### src/rtl/eth_pkg.sv
// Shared constants, FSM state type and helper functions for the GMII transmit framer.
package eth_pkg;

  localparam logic [7:0]  GMII_PREAMBLE   = 8'h55;
  localparam logic [7:0]  GMII_SFD        = 8'hD5;
  localparam logic [31:0] CRC32_POLY_REFL = 32'hEDB88320;
  localparam logic [31:0] CRC32_INIT      = 32'hFFFFFFFF;

  // Framer states; ST_PAD is skipped when the frame already meets the minimum size.
  typedef enum logic [2:0] {
    ST_IDLE = 3'd0,
    ST_PRE  = 3'd1,
    ST_SFD  = 3'd2,
    ST_DATA = 3'd3,
    ST_PAD  = 3'd4,
    ST_FCS  = 3'd5,
    ST_IFG  = 3'd6
  } tx_state_t;

  // Number of valid bytes in the final word: 00 means a full word.
  function automatic logic [2:0] be_to_len(input logic [1:0] be);
    return (be == 2'b00) ? 3'd4 : {1'b0, be};
  endfunction

  // One byte of the reflected CRC-32, data bit 0 first; no final inversion.
  function automatic logic [31:0] crc32_update(input logic [31:0] crc, input logic [7:0] d);
    logic [31:0] c;
    c = crc ^ {24'h000000, d};
    for (int i = 0; i < 8; i++) begin
      c = c[0] ? ((c >> 1) ^ CRC32_POLY_REFL) : (c >> 1);
    end
    return c;
  endfunction

endpackage

### src/rtl/eth_crc32_d8.sv
// Byte-wide Ethernet CRC-32 accumulator: one registered update per enabled byte.
// The register holds the raw running value; the transmitter inverts it for the FCS.
module eth_crc32_d8
  import eth_pkg::*;
(
  input  logic        clk,
  input  logic        rst_n,
  input  logic        init,
  input  logic        en,
  input  logic [7:0]  d,
  output logic [31:0] crc
);

  logic [31:0] crc_reg;

  // Re-seed on init (takes priority), otherwise fold in one byte when enabled.
  always_ff @(posedge clk or negedge rst_n) begin
    if (!rst_n) begin
      crc_reg <= CRC32_INIT;
    end else if (init) begin
      crc_reg <= CRC32_INIT;
    end else if (en) begin
      crc_reg <= crc32_update(crc_reg, d);
    end
  end

  assign crc = crc_reg;

endmodule

### src/rtl/eth_gmii_tx_framer.sv
// GMII transmit framer: preamble/SFD, word-to-byte serialisation, minimum-size padding,
// FCS append and inter-frame gap. All GMII outputs are registered; in_rd is combinational.
module eth_gmii_tx_framer
  import eth_pkg::*;
#(
  parameter int PREAMBLE_LEN = 7,
  parameter int MIN_FRAME    = 60,
  parameter int IFG_BYTES    = 12
) (
  input  logic        clk,
  input  logic        rst_n,
  input  logic [31:0] in_data,
  input  logic [1:0]  in_be,
  input  logic        in_rdy,
  input  logic        in_sop,
  input  logic        in_eop,
  output logic        in_rd,
  output logic [7:0]  gmii_txd,
  output logic        gmii_tx_en,
  output logic        gmii_tx_er,
  output logic        busy,
  output logic        frame_done,
  output logic        underrun
);

  // The IDLE cycle that accepts a frame already emits the first preamble byte,
  // so PRE covers the remaining PREAMBLE_LEN-1 bytes.
  localparam logic [7:0]  PRE_LAST   = 8'(PREAMBLE_LEN - 1);
  localparam logic [7:0]  IFG_LAST   = 8'(IFG_BYTES - 1);
  localparam logic [15:0] MIN_W      = 16'(MIN_FRAME);
  localparam tx_state_t   PRE_ENTRY  = (PREAMBLE_LEN > 1) ? ST_PRE : ST_SFD;

  tx_state_t   state;
  logic [7:0]  pre_cnt;
  logic [31:0] shift_reg;
  logic [2:0]  bytes_left;
  logic        eop_reg;
  logic [15:0] byte_cnt;
  logic [1:0]  fcs_idx;
  logic [7:0]  ifg_cnt;

  logic [31:0] crc;
  logic        crc_init;
  logic        crc_en;
  logic [7:0]  crc_d;

  logic        last_byte;
  logic        need_word;
  logic [15:0] cnt_inc;
  logic [2:0]  load_len;
  logic [7:0]  fcs_byte;

  // Word-boundary decisions and the pop strobe, derived from the current state.
  always_comb begin
    last_byte = (bytes_left == 3'd1);
    need_word = (state == ST_SFD) || ((state == ST_DATA) && last_byte && !eop_reg);
    in_rd     = need_word && in_rdy;
    cnt_inc   = (byte_cnt == 16'hFFFF) ? byte_cnt : byte_cnt + 16'd1;
    load_len  = in_eop ? be_to_len(in_be) : 3'd4;
  end

  // FCS goes out as the inverted CRC, least significant byte first.
  always_comb begin
    fcs_byte = ~crc[7:0];
    case (fcs_idx)
      2'd0: fcs_byte = ~crc[7:0];
      2'd1: fcs_byte = ~crc[15:8];
      2'd2: fcs_byte = ~crc[23:16];
      2'd3: fcs_byte = ~crc[31:24];
      default: fcs_byte = ~crc[7:0];
    endcase
  end

  // CRC covers exactly the bytes sent in DATA and PAD; it restarts during SFD.
  always_comb begin
    crc_init = (state == ST_SFD);
    crc_en   = (state == ST_DATA) || (state == ST_PAD);
    crc_d    = (state == ST_DATA) ? shift_reg[31:24] : 8'h00;
  end

  eth_crc32_d8 u_crc (
    .clk   (clk),
    .rst_n (rst_n),
    .init  (crc_init),
    .en    (crc_en),
    .d     (crc_d),
    .crc   (crc)
  );

  // Framer FSM: each state registers the GMII byte it owns, so outputs trail state by one edge.
  always_ff @(posedge clk or negedge rst_n) begin
    if (!rst_n) begin
      state      <= ST_IDLE;
      pre_cnt    <= '0;
      shift_reg  <= '0;
      bytes_left <= '0;
      eop_reg    <= 1'b0;
      byte_cnt   <= '0;
      fcs_idx    <= '0;
      ifg_cnt    <= '0;
      gmii_txd   <= '0;
      gmii_tx_en <= 1'b0;
      gmii_tx_er <= 1'b0;
      frame_done <= 1'b0;
      underrun   <= 1'b0;
    end else begin
      frame_done <= 1'b0;
      underrun   <= 1'b0;
      gmii_tx_er <= 1'b0;
      case (state)
        ST_IDLE: begin
          gmii_txd   <= 8'h00;
          gmii_tx_en <= 1'b0;
          if (in_rdy && in_sop) begin
            gmii_txd   <= GMII_PREAMBLE;
            gmii_tx_en <= 1'b1;
            pre_cnt    <= 8'd1;
            state      <= PRE_ENTRY;
          end
        end

        ST_PRE: begin
          gmii_txd   <= GMII_PREAMBLE;
          gmii_tx_en <= 1'b1;
          pre_cnt    <= pre_cnt + 8'd1;
          if (pre_cnt == PRE_LAST) begin
            state <= ST_SFD;
          end
        end

        ST_SFD: begin
          byte_cnt   <= '0;
          gmii_tx_en <= 1'b1;
          if (in_rdy) begin
            gmii_txd   <= GMII_SFD;
            shift_reg  <= in_data;
            bytes_left <= load_len;
            eop_reg    <= in_eop;
            state      <= ST_DATA;
          end else begin
            // No first word: flag the frame as errored rather than send an empty body.
            gmii_txd   <= 8'h00;
            gmii_tx_er <= 1'b1;
            underrun   <= 1'b1;
            ifg_cnt    <= '0;
            state      <= ST_IFG;
          end
        end

        ST_DATA: begin
          gmii_txd   <= shift_reg[31:24];
          gmii_tx_en <= 1'b1;
          byte_cnt   <= cnt_inc;
          if (!last_byte) begin
            shift_reg  <= {shift_reg[23:0], 8'h00};
            bytes_left <= bytes_left - 3'd1;
          end else if (eop_reg) begin
            if (cnt_inc < MIN_W) begin
              state <= ST_PAD;
            end else begin
              fcs_idx <= '0;
              state   <= ST_FCS;
            end
          end else if (in_rdy) begin
            // Next word arrives under the last byte of this one: no bubble on the wire.
            shift_reg  <= in_data;
            bytes_left <= load_len;
            eop_reg    <= in_eop;
          end else begin
            // Starved mid-frame: mark this byte errored and abandon the frame without FCS.
            gmii_tx_er <= 1'b1;
            underrun   <= 1'b1;
            ifg_cnt    <= '0;
            state      <= ST_IFG;
          end
        end

        ST_PAD: begin
          gmii_txd   <= 8'h00;
          gmii_tx_en <= 1'b1;
          byte_cnt   <= cnt_inc;
          if (cnt_inc >= MIN_W) begin
            fcs_idx <= '0;
            state   <= ST_FCS;
          end
        end

        ST_FCS: begin
          gmii_txd   <= fcs_byte;
          gmii_tx_en <= 1'b1;
          fcs_idx    <= fcs_idx + 2'd1;
          if (fcs_idx == 2'd3) begin
            ifg_cnt <= '0;
            state   <= ST_IFG;
          end
        end

        ST_IFG: begin
          gmii_txd   <= 8'h00;
          gmii_tx_en <= 1'b0;
          ifg_cnt    <= ifg_cnt + 8'd1;
          if (ifg_cnt == IFG_LAST) begin
            frame_done <= 1'b1;
            state      <= ST_IDLE;
          end
        end

        default: begin
          gmii_txd   <= 8'h00;
          gmii_tx_en <= 1'b0;
          state      <= ST_IDLE;
        end
      endcase
    end
  end

  assign busy = (state != ST_IDLE);

endmodule
### config.mk
export PLATFORM = sky130hd
export DESIGN_NAME = eth_gmii_tx_framer
export DESIGN_NICKNAME = d
export VERILOG_FILES = /design/src/rtl/eth_pkg.sv /design/src/rtl/eth_crc32_d8.sv /design/src/rtl/eth_gmii_tx_framer.sv
export SDC_FILE = /design/constraint.sdc
export NUM_CORES = 1
export LEC_CHECK = 0
export ABC_AREA = 1
export ABC_CLOCK_PERIOD_IN_PS = 2270
export CORE_ASPECT_RATIO = 0.75
export CORE_MARGIN = 5
export CORE_UTILIZATION = 60
export DETAILED_ROUTE_END_ITERATION = 8
export GPL_ROUTABILITY_DRIVEN = 1
export GPL_TIMING_DRIVEN = 0
export HOLD_SLACK_MARGIN = 0.02
export PLACE_DENSITY = 0.81
export SYNTH_ARGS = -nofsm -noshare
export SYNTH_HDL_FRONTEND = slang
export SYNTH_SLANG_ARGS = --single-unit
### constraint.sdc
create_clock -name clk -period 2.27 [get_ports clk]
set_input_delay 0.454 -clock clk [delete_from_list [all_inputs] [get_ports clk]]
set_output_delay 0.454 -clock clk [all_outputs]
set_load 0.05 [all_outputs]
Yosys cells after proc, flatten, opt, wreduce, memory -nomap -nowiden
Cells that the tools add are included.
{"block": "word_totals", "reg_bits": 116, "input_bits": 39, "output_inout_bits": 14, "elab_cells": 146}
{"block": "op_classes", "n_addsub": 5, "magnitude_cmp": 2, "eq_ne": 25, "muxes": 63, "bitwise_logic": 13, "n_reduce_logical": 25}
{"operator": "$mux W32", "n": 13}
{"operator": "$not A13 Y14", "n": 8}
{"operator": "$pmux W32 S2", "n": 1}
{"operator": "$pmux W8 S4", "n": 2}
{"operator": "$mux W8", "n": 7}
{"operator": "$mux W3", "n": 14}
{"operator": "$pmux W8 S5", "n": 1}
{"operator": "$not A8 Y8", "n": 4}
{"operator": "$pmux W16 S2", "n": 1}
{"operator": "$xor A32 B8 Y32", "n": 1}
{"operator": "$pmux W3 S7", "n": 1}
{"operator": "$ne A2 B2 Y1 const B", "n": 9}
{"operator": "$add A16 B1 Y16 const B", "n": 1}
{"operator": "$add A8 B1 Y8 const B", "n": 2}
{"operator": "$eq A16 B16 Y1 const B", "n": 1}
{"operator": "$ge A16 B6 Y1 const B", "n": 1}
{"operator": "$lt A16 B6 Y1 const B", "n": 1}
{"operator": "$mux W16", "n": 1}
{"operator": "$pmux W8 S2", "n": 1}
{"operator": "$mux W1", "n": 11}
{"operator": "$eq A3 B3 Y1 const B", "n": 3}
{"operator": "$eq A8 B3 Y1 const B", "n": 1}
{"operator": "$eq A8 B4 Y1 const B", "n": 1}
{"operator": "$mux W2", "n": 4}
{"operator": "27 further kinds", "n": 43}

Logic depth before layout (Yosys ltp)
Gate-level depths: netlist of run 1.
{"block": "depth", "word_depth": 21, "depth_mapped": 17, "mapped_depth_nobuf": 16}

By module
A second synthesis of run 1 with hierarchy kept.
{"block": "hier_totals", "hier_cells": 999, "area_unflattened_um2": 7548.5}
{"mod": "eth_gmii_tx_framer", "n_inst": 1, "cells_each": 651, "area_each_um2": 5063.6, "seq_area_each_um2": 2102.0}
{"mod": "eth_crc32_d8", "n_inst": 1, "cells_each": 348, "area_each_um2": 2484.9, "seq_area_each_um2": 840.8}

Least setup slack after synthesis of run 1
No wires, ideal clock.
{"block": "synth_path", "kind": "input port to output port", "startpoint": "in in_rdy", "endpoint": "out in_rd", "arrival_ps": 1690, "t_required_ps": 1816, "path_slack_ps": 126, "stages": 4, "n_path_buf": 2, "path_cell_list": "clkbuf_1 > inv_1 > clkbuf_1 > nor2_1"}
{"block": "synth_between", "elab_chain_len": 1}
{"element": "start, declared", "line_no": "eth_gmii_tx_framer.sv:14", "text": "input logic in_rdy,"}
{"element": "$logic_and A1 B1 Y1", "line_no": "eth_gmii_tx_framer.sv:57", "text": "in_rd = need_word && in_rdy;"}
{"element": "end, declared", "line_no": "eth_gmii_tx_framer.sv:17", "text": "output logic in_rd,"}
No other way between the ends.

Worst setup path in the final report of run 1
{"block": "layout_path", "startpoint": "reg state[2]", "endpoint": "out in_rd"}
{"block": "layout_between", "elab_chain_len": 5, "elab_cells_between_ends": 6}
{"element": "start, declared", "line_no": "eth_gmii_tx_framer.sv:33", "text": "tx_state_t state;"}
{"element": "start signal, assigned", "line_no": "eth_gmii_tx_framer.sv:93", "text": "state <= ST_IDLE;"}
{"element": "start signal, assigned", "line_no": "eth_gmii_tx_framer.sv:118", "text": "state <= PRE_ENTRY;"}
{"element": "start signal, assigned", "line_no": "eth_gmii_tx_framer.sv:127", "text": "state <= ST_SFD;"}
{"element": "$eq A3 B2 Y1", "line_no": "eth_gmii_tx_framer.sv:56", "text": "need_word = (state == ST_SFD) || ((state == ST_DATA) && last_byte && !eop_reg);"}
{"element": "$logic_and A1 B1 Y1 (2 in series)", "line_no": "eth_gmii_tx_framer.sv:56"}
{"element": "$logic_or A1 B1 Y1 (*)", "line_no": "eth_gmii_tx_framer.sv:56"}
{"element": "$logic_and A1 B1 Y1 (*)", "line_no": "eth_gmii_tx_framer.sv:57"}
Mark *: on every way between the ends. The rest lies on a longest branch, timed or not.

==> results of run 1 <==
==> metal layers <==
| layer | vias to the layer above | wire (um) | GRT usage [%] |
|---|---|---|---|
| met2 | 408 | 9434 | 43.24 |
| met1 | 3545 | 9373 | 41.00 |
| met5 | - | 0 | 0 |
| met4 | 0 | 526 | 9.078 |
| li1 | 3573 | - | - |
| met3 | 57 | 2150 | 7.535 |
==> kinds of logic after synthesis <==
group | share of synthesized area, %
flip-flops | 39.08
XOR/XNOR | 4.038
AND/OR/NAND/NOR | 28.65
buffers and inverters | 9.804
AO/OA/AOI/OAI | 16.77
adder cells (fa/ha/maj) | 1.662
==> metrics by stage <==
stage / hold slack (ns) / instance area [sq um] / setup WS [ns] / std cells
2_1_floorplan: 0.1584 / 7530 / 0.1257 / 1034
3_5_place_dp: 0.4031 / 8287 / -1.008 / 1253
6_report: 0.5025 / 9071 / 0.007666 / 1297
5_1_grt: 0.5229 / 9071 / -0.07345 / 1297
4_1_cts: 0.4987 / 8890 / -0.04121 / 1285
3_3_place_gp: 0.4738 / 8258 / -3.732 / 1252
==> critical path, cell delays in order, from the launching register on <==
cell	delay [ns]
dfrtp_1	0.42
inv_2	0.13
nand3_4	0.11
buf_12	0.16
nor2_4	0.17
a21oi_2	0.09
nor2_1	0.14
buf_6	0.17
==> path summary, 6_finish.rpt <==
path | slack (ns) | cells past startpoint | endpoint
min | 0.50 | 2 | u_crc.crc[23]
max in group asynchronous | 1.00 | 3 | u_crc.crc[20]
min in group asynchronous | 0.53 | 2 | shift_reg[3]
max reg2reg | 0.04 | 17 | u_crc.crc[25]
min reg2reg | 0.50 | 2 | u_crc.crc[23]
max | 0.008 | 7 | in_rd
==> report_power, final <==
part	switching (uW)	total [uW]	internal [uW]
clock	1010	2640	1620
sequential	7.03	2090	2080
combinational	104	198	93.4
==> cell type report <==
class                   count  area (sq um)  share of cell area [%]
inverters                 153         574.3                   6.331
repair buffers             66         658.1                   7.255
multi-input cells         733          3929                   43.31
flip-flops and latches    116          2944                   32.46
clock buffers              22         484.2                   5.338
plain buffers              31         175.2                   1.931
clock inverters            10         98.84                   1.090
well taps                 166         207.7                   2.290
==> timing repair <==
action | 4_1_cts | 5_1_grt
endpoints found under the setup margin | 21 | 49
resized for setup | 13 | 34
endpoints found under the hold margin | 17 | 0
setup buffers | 0 | 12
hold buffers | 1 | 0
pin swaps | 0 | 6
==> placed cells by master (no fill, tap or decap), drive strengths merged, types with 3 or more instances in the layout <==
master,instances
nand3,68
o22ai,37
nand2,292
buf,29
clkbuf,40
a21oi,35
clkdlybuf4s50,48
clkinvlp,5
dfrtp,84
a221oi,3
o211ai,38
nor3,9
nand4,14
xnor2,5
clkinv,3
inv,154
and2,5
ha,10
xor2,28
nor2,85
o21ai,86
dfstp,32
o221ai,5
==> run summary, run 1 <==
The flow ran to the end, and the final reports show no timing, DRC or antenna violations. The initialized floorplan defines 35 standard-cell rows. In this run the static leakage power is 0.004358 uW. In this run the critical register-to-register path is launched from state[2]. The number of antenna diodes is 0.

The design draws 4924 uW. The final weighted congestion in routability-driven placement is 0.9607. Clock-pin slew was measured on the worst setup and hold paths at 0.06 ns. The initial core utilization is 61.19%. The clock latency on the worst-skew pair came out at 0.42 ns. In the synthesized netlist the async set-or-reset flop fraction comes to 100.0%. The final routed wirelength across all metal layers is 21,490 um. In the post-synthesis netlist, the biggest area contributors are dfrtp_1, nand2_1, dfstp_2, inv_1, nand3_1.

Along the worst path, the maximum fanout reaches 5. The power per unit of standard cell area came out at 542.8 nW/um^2. The vias after detailed routing is 7,583. The worst vdd rail ir drop came out at 0.5360 mV. In the global route stage, overall resource usage came out at 28.82%. The detailed router's first-iteration violation count came out at 895.

The worst slew margin relative to its limit came out at 55.82%. nand2_1 is the most common cell in the netlist. The distinct cell type count after synthesis is 43.

The synthesized area per cell came out at 7.282 sq um. The wire length per cell after detailed routing is 16.57 um. The worst-case clock buffer depth came out at 2.

The number of flops mapped to enable cells by yosys came out at 0. The final hold violation count came out at 0. The post-synthesis sequential element count is 116. The tree is rooted in a clkbuf_16. The startpoint identified for the worst hold timing path is u_crc.crc[23].

The area share of the largest cell type after synthesis came out at 27.92%. The global-route wire length before repair is 34,520 um. The floorplan step defined a die boundary enclosing 14,910 sq um. The detail-routed via count per cell came out at 5.847. The quantity of I/O buffers inserted on ports came out at 52. The number of buffers inserted during clock tree synthesis is 17.

In this run the count of I/O pins placed on the die edge is 53. The fraction of the yosys area taken by sequential cells is 39.08%. The most critical setup path has its startpoint at state[2]. STA classifies the critical path startpoint as a flip-flop. The post-route minimum period came out at 2.262 ns. The count of H-tree levels built during CTS is 4. The synthesized area is 7530 sq um. In the synthesized netlist the dominant register cell turns out to be dfrtp_1.

For this run, design rule violations remaining after detail routing come to 0. The total area inside the core boundary comes to 12,310 sq um. The layout has 934 filler cells.

The max-slew violation total from the final report came out at 0. For the pin with the worst max-slew slack, the measured transition is 0.6603 ns. The final net count came out at 1,167. The setup-violating endpoint count in the final report came out at 0. The sort of element at the end of the critical path is an output port.

The initial antenna violation count is 0. The critical path arrival is 1.81 ns. The post-detailed-route count of antenna-violating nets came out at 0.

For this run, the top clock speed supported by timing is 442.0 MHz. The pin count of the biggest net entering global routing is 73. Setup repair after global routing could not meet its margin everywhere.

Compared with the post-synthesis result, the final layout area differs by 20.47%. The start-to-end type of the worst setup path is reg2out. The ratio of final minimum period to clock period came out at 99.66%. The final setup skew came out at 0.01182 ns. The number of nets produced by synthesis came out at 1,083.

The floorplan die width came out at 139.4 um. After synthesis, the most frequently instantiated cells are nand2_1, inv_1, dfrtp_1. The number of clock sinks came out at 116. The vertical extent of the die is 107.0 um. The post-synthesis cell type with the largest combined area is dfrtp_1. The count of max-cap constraint violations is 0. After global routing the overflow that remains totals 0. The final setup TNS is 0 ns. Synthesis produced 1,034 cells.

The fraction of final layout cells with drive strength greater than 1 is 15.03%. The total number of yosys warnings came out at 0. TritonCTS built the clock tree. The placed wire-length estimate is 14,900 um.

The end-of-flow core utilization came out at 73.72%. In this run the worst hold path is classified as reg2reg. The data required time at the worst endpoint came out at 1.82 ns. The via count of the first global-routing pass came out at 7,036. The number of optimization iterations in the first detailed-route pass came out at 6.
No activity file was read; power rests on OpenSTA's default activity.
==> run 2, diff against run 1 <==
--- a/config.mk
+++ b/config.mk
@@ -8,13 +8,13 @@
 export ABC_AREA = 1
 export ABC_CLOCK_PERIOD_IN_PS = 2270
 export CORE_ASPECT_RATIO = 0.75
-export CORE_MARGIN = 5
 export CORE_UTILIZATION = 60
 export DETAILED_ROUTE_END_ITERATION = 8
 export GPL_ROUTABILITY_DRIVEN = 1
 export GPL_TIMING_DRIVEN = 0
 export HOLD_SLACK_MARGIN = 0.02
 export PLACE_DENSITY = 0.81
+export SETUP_SLACK_MARGIN = 0.3
 export SYNTH_ARGS = -nofsm -noshare
 export SYNTH_HDL_FRONTEND = slang
 export SYNTH_SLANG_ARGS = --single-unit
==> run summary, run 2 (synthesized netlist as in run 1, its figures left out) <==
The critical path arrival is 1.65 ns (-0.16 ns). The class of the worst hold path is reg2reg. The floorplan die width came out at 131.4 um (-5.7%). The sequential cell area came out at 2953 sq um (+0.30%). The signal on the critical path passes through inv_2 -> nand3_4 -> buf_12 -> nor2_4 -> a21oi_2 -> nor2_2 -> buf_6. Setup repair after global routing could not meet its margin everywhere. The detailed router's first-iteration violation count was 856 (-4.4%). The final weighted congestion in routability-driven placement is 0.9056 (-5.7%). The library cells used most frequently in the layout, excluding fill and tap cells, are nand2_1, inv_1, dfrtp_1.

Leaving out fill and tap cells, the most frequent cell in the layout is nand2_1. The detail-routed via count per cell is 5.879 (+0.55%). The global-route usage over all layers was 34.94% (+6.1 points). The worst-case setup slack after placement is -1.040 ns (-0.03230 ns). The clock tree root driver cell is clkbuf_16. The maximum fanout count along the critical path came to 9 (+4). The total global routing overflow came out at 0 (unchanged). The cell depth of the worst hold path came out at 2 (unchanged). The switching portion of total power came out at 22.00% (-0.78 points). The pin count of the biggest net entering global routing is 73 (unchanged). The design internal power is 3808 uW (+0.17%).

The wire length on met2 is 10,540 um (+12%). STA classifies the critical path endpoint as an output port. The overall power came out at 4882 uW (-0.84%). The routed length on met1 is 9556 um (+2.0%). The initial core utilization came out at 61.41% (+0.22 points). The routed length on met3 came to 2394 um (+11%). The max-slew violation total from the final report came to 0 (unchanged). The maximum clock frequency came out at 475.2 MHz (+7.5%). The final setup skew came to 0.008320 ns (-0.003500 ns). The number of buffers inserted during clock tree synthesis came out at 17 (unchanged). The tightest hold margin is 0.5134 ns (+0.01088 ns).

The wire length per cell after detailed routing came to 17.40 um (+5.1%). The vertical extent of the die came out at 99.02 um (-7.5%). The fraction of final layout cells with drive strength greater than 1 came out at 24.36% (+9.3 points). The worst-case clock buffer depth is 2 (unchanged). The non-filler instance count after layout is 1,336 (+3.0%). The number of optimization iterations in the first detailed-route pass was 5 (-1). The remaining design rule violation count is 0 (unchanged). The post-detailed-route count of antenna-violating nets was 0 (unchanged). The vias after detailed routing came out at 7,854 (+3.6%).

The flow ran to the end, and the final reports show no timing, DRC or antenna violations. The final hold violation count came out at 0 (unchanged). The sequential share of power came out at 42.8% (+0.3 points). The count of placed standard cells including taps came to 1,253 (unchanged). The number of cells on the worst reg-to-reg path came out at 9 (-8). The cell row count came out at 35 (unchanged). The global-route wire length before repair is 35,620 um (+3.2%). The cell area after layout is 9824 sq um (+8.3%).

The delay of the slowest critical-path stage came out at 0.40 ns (-0.02 ns). The final net count is 1,207 (+3.4%). The smallest setup slack after layout is 0.1654 ns (+0.1577 ns). The initial antenna violation count is 0 (unchanged). The logic gate share of total power is 4.3% (+0.3 points).

The placed wire-length estimate came out at 14,790 um (-0.77%). The count of H-tree levels built during CTS was 4 (unchanged). The overall die area is 13,010 sq um (-13%). The clock-pin slew on the worst setup and hold paths came to 0.06 ns (about the same).

The quantity of I/O buffers inserted on ports came to 52 (unchanged). The power per unit of standard cell area came out at 497.0 nW/um^2 (-8.4%). The highest routed metal layer is met5. The setup-violating endpoint count in the final report came out at 0 (unchanged). The clock power share came out at 52.9% (-0.6 points). The net switching power figure is 1074 uW (-4.2%). The fill cell total of the finished layout came out at 802 (-14%). The core area is 12,260 sq um (-0.36%). The final routed wirelength across all metal layers is 23,250 um (+8.2%). The number of antenna diodes is 0 (unchanged). The cell with the biggest individual delay on the critical path is dfrtp_1.

The post-route minimum period came to 2.105 ns (-0.1577 ns). The startpoint type of the worst setup path is a flip-flop. The ratio of final minimum period to clock period was 92.71% (-6.9 points). The multi-input logic area is 4323 sq um (+10%). The count of max-cap constraint violations is 0 (unchanged). The standard cell area after detailed placement came out at 8289 sq um (about the same). The leakage dissipation is 0.004742 uW (+8.8%).

TritonCTS built the clock tree. The worst slew margin relative to its limit is 50.53% (-5.3 points). The number of clock sinks is 116 (unchanged).

The clock latency on the worst-skew pair came out at 0.42 ns (about the same). The count of pins on the block boundary is 53 (unchanged). The slew at the pin with the worst max-slew slack was 0.7421 ns (+0.08177 ns). The start-to-end type of the worst setup path is reg2out. The via count of the first global-routing pass came to 7,214 (+2.5%).

The data required time at the worst endpoint came to 1.82 ns (about the same). The worst vdd rail ir drop came out at 0.5877 mV (+9.6%). The area growth from synthesis to layout is 30.48%.
## run 2: cell types whose count changed in the layout (fill, tap and decap cells not counted), sizes merged
cell / delta
buf: +39
bufinv: +1
clkdlybuf4s15: -1
clkdlybuf4s50: -12
clkinv: +3
clkinvlp: -2
dlygate4sd2: +13
inv: -2
## run 2: path summary, 6_finish.rpt
check                               from       endpoint  slack [ns]
max                             state[2]          in_rd        0.17
min                        u_crc.crc[26]  u_crc.crc[26]        0.51
max reg2reg                     state[2]  shift_reg[28]        0.23
min reg2reg                u_crc.crc[26]  u_crc.crc[26]        0.51
max in group asynchronous          rst_n  u_crc.crc[17]        1.01
min in group asynchronous          rst_n     pre_cnt[7]        0.53
## run 2: layer usage
layer / up-vias / track usage, %
met5: - / 0
met3: 74 / 6.996
met4: 2 / 12.70
li1: 3644 / -
met1: 3673 / 47.80
met2: 461 / 55.40
## run 2: power groups by stage
| stage | sequential, uW | clock, uW | combinational [uW] |
|---|---|---|---|
| floorplan | 2120 | 0 | 64.8 |
| global placement | 2120 | 0 | 189 |
| detailed placement | 2120 | 0 | 197 |
| CTS | 2090 | 2590 | 207 |
| global route | 2090 | 2670 | 233 |
| finish | 2090 | 2580 | 209 |
## run 2: area by class of cell
class	count	area share, %
inverter	153	5.960
buffer	32	2.356
sequential	116	30.06
multi-input combinational	733	44.00
clock inverter	10	1.108
tap	166	2.114
timing repair buffer	105	9.819
clock buffer	21	4.585
## run 2: critical path: cells and delay by family (launching register included)
kind | cells | cell delay (ns)
compound gates | 1 | 0.08
buf+inv | 3 | 0.43
flops | 1 | 0.40
simple gates | 3 | 0.32
## run 2: what timing repair did
| item | in CTS | in global routing |
|---|---|---|
| gates resized for setup | 70 | 117 |
| setup buffers | 19 | 31 |
| endpoints found under the hold margin | 37 | 0 |
| hold buffers | 1 | 0 |
| setup endpoints to repair | 111 | 99 |
| gates cloned | 0 | 1 |
| pin swaps | 12 | 24 |
## run 2: stage by stage
stage / setup TNS (ns) / util (%)
6_report: 0 / 80.12
5_1_grt: 0 / 80.12
4_1_cts: 0 / 74.61
3_5_place_dp: -7.170 / 67.60
3_3_place_gp: -401.47 / 67.37
2_1_floorplan: 0 / -
==> run 3, diff against run 2 <==
--- a/config.mk
+++ b/config.mk
@@ -6,14 +6,15 @@
 export NUM_CORES = 1
 export LEC_CHECK = 0
 export ABC_AREA = 1
-export ABC_CLOCK_PERIOD_IN_PS = 2270
+export ABC_CLOCK_PERIOD_IN_PS = 2500
+export CAP_MARGIN = 10
 export CORE_ASPECT_RATIO = 0.75
-export CORE_UTILIZATION = 60
+export CORE_UTILIZATION = 65
 export DETAILED_ROUTE_END_ITERATION = 8
 export GPL_ROUTABILITY_DRIVEN = 1
 export GPL_TIMING_DRIVEN = 0
 export HOLD_SLACK_MARGIN = 0.02
-export PLACE_DENSITY = 0.81
+export PLACE_DENSITY = 0.87
 export SETUP_SLACK_MARGIN = 0.3
 export SYNTH_ARGS = -nofsm -noshare
 export SYNTH_HDL_FRONTEND = slang
==> constraint.sdc (replaced) <==
create_clock -name clk -period 2.5 [get_ports clk]
set_input_delay 0.5 -clock clk [delete_from_list [all_inputs] [get_ports clk]]
set_output_delay 0.5 -clock clk [all_outputs]
set_load 0.05 [all_outputs]
==> run summary, run 3 (synthesized netlist as in run 1, its figures left out) <==
The max-slew violation total from the final report came out at 0 (unchanged). The quantity of I/O buffers inserted on ports came out at 52 (unchanged). The wire length per cell after detailed routing came to 17.87 um (+2.7%).

After layout, the minimum clock period comes to 2.209 ns. The tightest hold margin came out at 0.5180 ns (+0.004601 ns). The final hold violation count is 0 (unchanged). The tightest min-delay check is of the in2async type. The end-of-flow core utilization is 83.22% (+3.1 points). The most frequent standard cell in the layout excluding fill and tap cells is nand2_1.

The leakage dissipation is 0.004488 uW (-5.4%). The detail-routed via count per cell came out at 6.183 (+5.2%). The worst vdd rail ir drop is 0.5074 mV (-14%). The remaining design rule violation count was 0 (unchanged). The root buffer cell chosen for the clock tree is clkbuf_16. The cell row count came out at 33 (-5.7%).

The vertical extent of the die is 95.21 um (-3.8%). The final setup skew came out at 0.007273 ns (-0.001047 ns). The relative area change from synthesis to final layout came out at 22.75%. TritonCTS built the clock tree. The clock latency on the worst-skew pair is 0.42 ns (about the same).

The fill cell total of the finished layout is 656 (-18%). Setup repair after global routing could not meet its margin everywhere. The worst setup path is launched from a flip-flop.

The pin count of the biggest net entering global routing is 92 (+26%). The number of clock sinks came out at 116 (unchanged). The detailed router's first-iteration violation count came out at 1,081 (+26%). The overall die area is 12,020 sq um (-7.6%). The final routed wirelength across all metal layers came out at 22,890 um (-1.5%). The core area is 11,110 sq um (-9.4%). The initial core utilization is 67.79% (+6.4 points). The post-detailed-route count of antenna-violating nets is 0 (unchanged).

The vias after detailed routing came out at 7,920 (+0.84%). The final net count is 1,177 (-2.5%). The top cell types in the final layout, fill and taps aside, are nand2_1, inv_1, dfrtp_1. The setup path with the least slack is of type reg2out. The critical path arrival came out at 1.71 ns (+0.06 ns). The power per unit of standard cell area is 507.1 nW/um^2 (+2.0%). The number of antenna diodes is 0 (unchanged). The total global routing overflow came out at 0 (unchanged). The global-route wire length before repair is 35,570 um (-0.13%). The count of H-tree levels built during CTS was 4 (unchanged). The number of optimization iterations in the first detailed-route pass is 6 (+1).

The global-route usage over all layers came to 38.55% (+3.6 points). The via count of the first global-routing pass is 7,272 (+0.80%). The final weighted congestion in routability-driven placement was 0.9801 (+8.2%). The initial antenna violation count came out at 0 (unchanged). The maximum fanout count along the critical path came out at 9 (unchanged). The worst slew margin relative to its limit is 53.57% (+3.0 points). The final setup TNS is 0 ns (unchanged). The number of buffers inserted during clock tree synthesis is 17 (unchanged). The fraction of final layout cells with drive strength greater than 1 is 16.91% (-7.4 points).

The count of pins on the block boundary came out at 53 (unchanged). The placed wire-length estimate is 14,640 um (-1.0%). The worst-case clock buffer depth came out at 2 (unchanged).

The data required time at the worst endpoint came to 2.00 ns (+0.18 ns). The count of max-cap constraint violations came out at 0 (unchanged). The worst setup path is captured at an output port. Timing would allow up to 452.7 MHz. The run finished with clean final reports. The setup-violating endpoint count in the final report was 0 (unchanged). The clock-pin slew on the worst setup and hold paths came out at 0.06 ns (about the same).

The slew at the pin with the worst max-slew slack is 0.6965 ns (-0.04565 ns). The ratio of final minimum period to clock period is 88.37%. The floorplan die width is 126.3 um (-3.9%).
## run 3: metrics by stage
stage                     instance area (sq um)  setup slack (ns)  power (uW)  std cells
after floorplan                            7532            0.4781        1987       1034
after global placement                     8228            -3.518        2098       1226
after detailed placement                   8257           -0.8413        2106       1227
after CTS                                  8935            0.2314        4680       1260
after global routing                       9243            0.1958        4810       1281
final                                      9243            0.2908        4686       1281
## run 3: area by class of cell
type                            count  area, sq um  share of cell area, %
Timing Repair Buffer               74        716.9                  7.757
Clock inverter                     13        182.7                  1.976
Inverter                          153        578.1                  6.254
Clock buffer                       19        442.9                  4.792
Buffer                             32        201.4                  2.180
Tap cell                          140        175.2                  1.895
Multi-Input combinational cell    734         4000                  43.28
Sequential cell                   116         2945                  31.87
## run 3: path summary, 6_finish.rpt
check                               from       endpoint  slack (ns)  depth (start not counted)
setup / recovery                state[2]          in_rd        0.29                          7
hold / removal                     rst_n     pre_cnt[0]        0.52                          2
setup reg to reg             byte_cnt[0]       state[1]        0.33                         13
hold reg to reg            u_crc.crc[23]  u_crc.crc[23]        0.52                          2
max in group asynchronous          rst_n  u_crc.crc[17]        1.24                          3
min in group clk           u_crc.crc[23]  u_crc.crc[23]        0.52                          2
## run 3: metal layers
metal	share of wire [%]	GRT usage (%)
met3	12	10.61
met5	0	0
met1	40	51.27
met4	3.4	12.65
met2	45	61.46
## run 3: power breakdown
group,internal (uW),total [uW],switching [uW]
Combinational,87.8,185,96.9
Sequential,1890,1900,6.66
Clock,1690,2600,913
## run 3: worst max-delay path, cell delays in order (launching register included)
cell     delay (ns)
dfrtp_1        0.40
inv_2          0.12
nand3_4        0.11
buf_12         0.17
nor2_4         0.13
a21oi_2        0.09
nor2_2         0.09
buf_6          0.16
## run 3: repair_timing
item	4_1_cts	5_1_grt
hold buffers	1	0
endpoints found under the setup margin	28	82
gates cloned	0	1
resized for setup	23	51
endpoints found under the hold margin	25	0
pin swaps	0	12
setup buffers	0	20
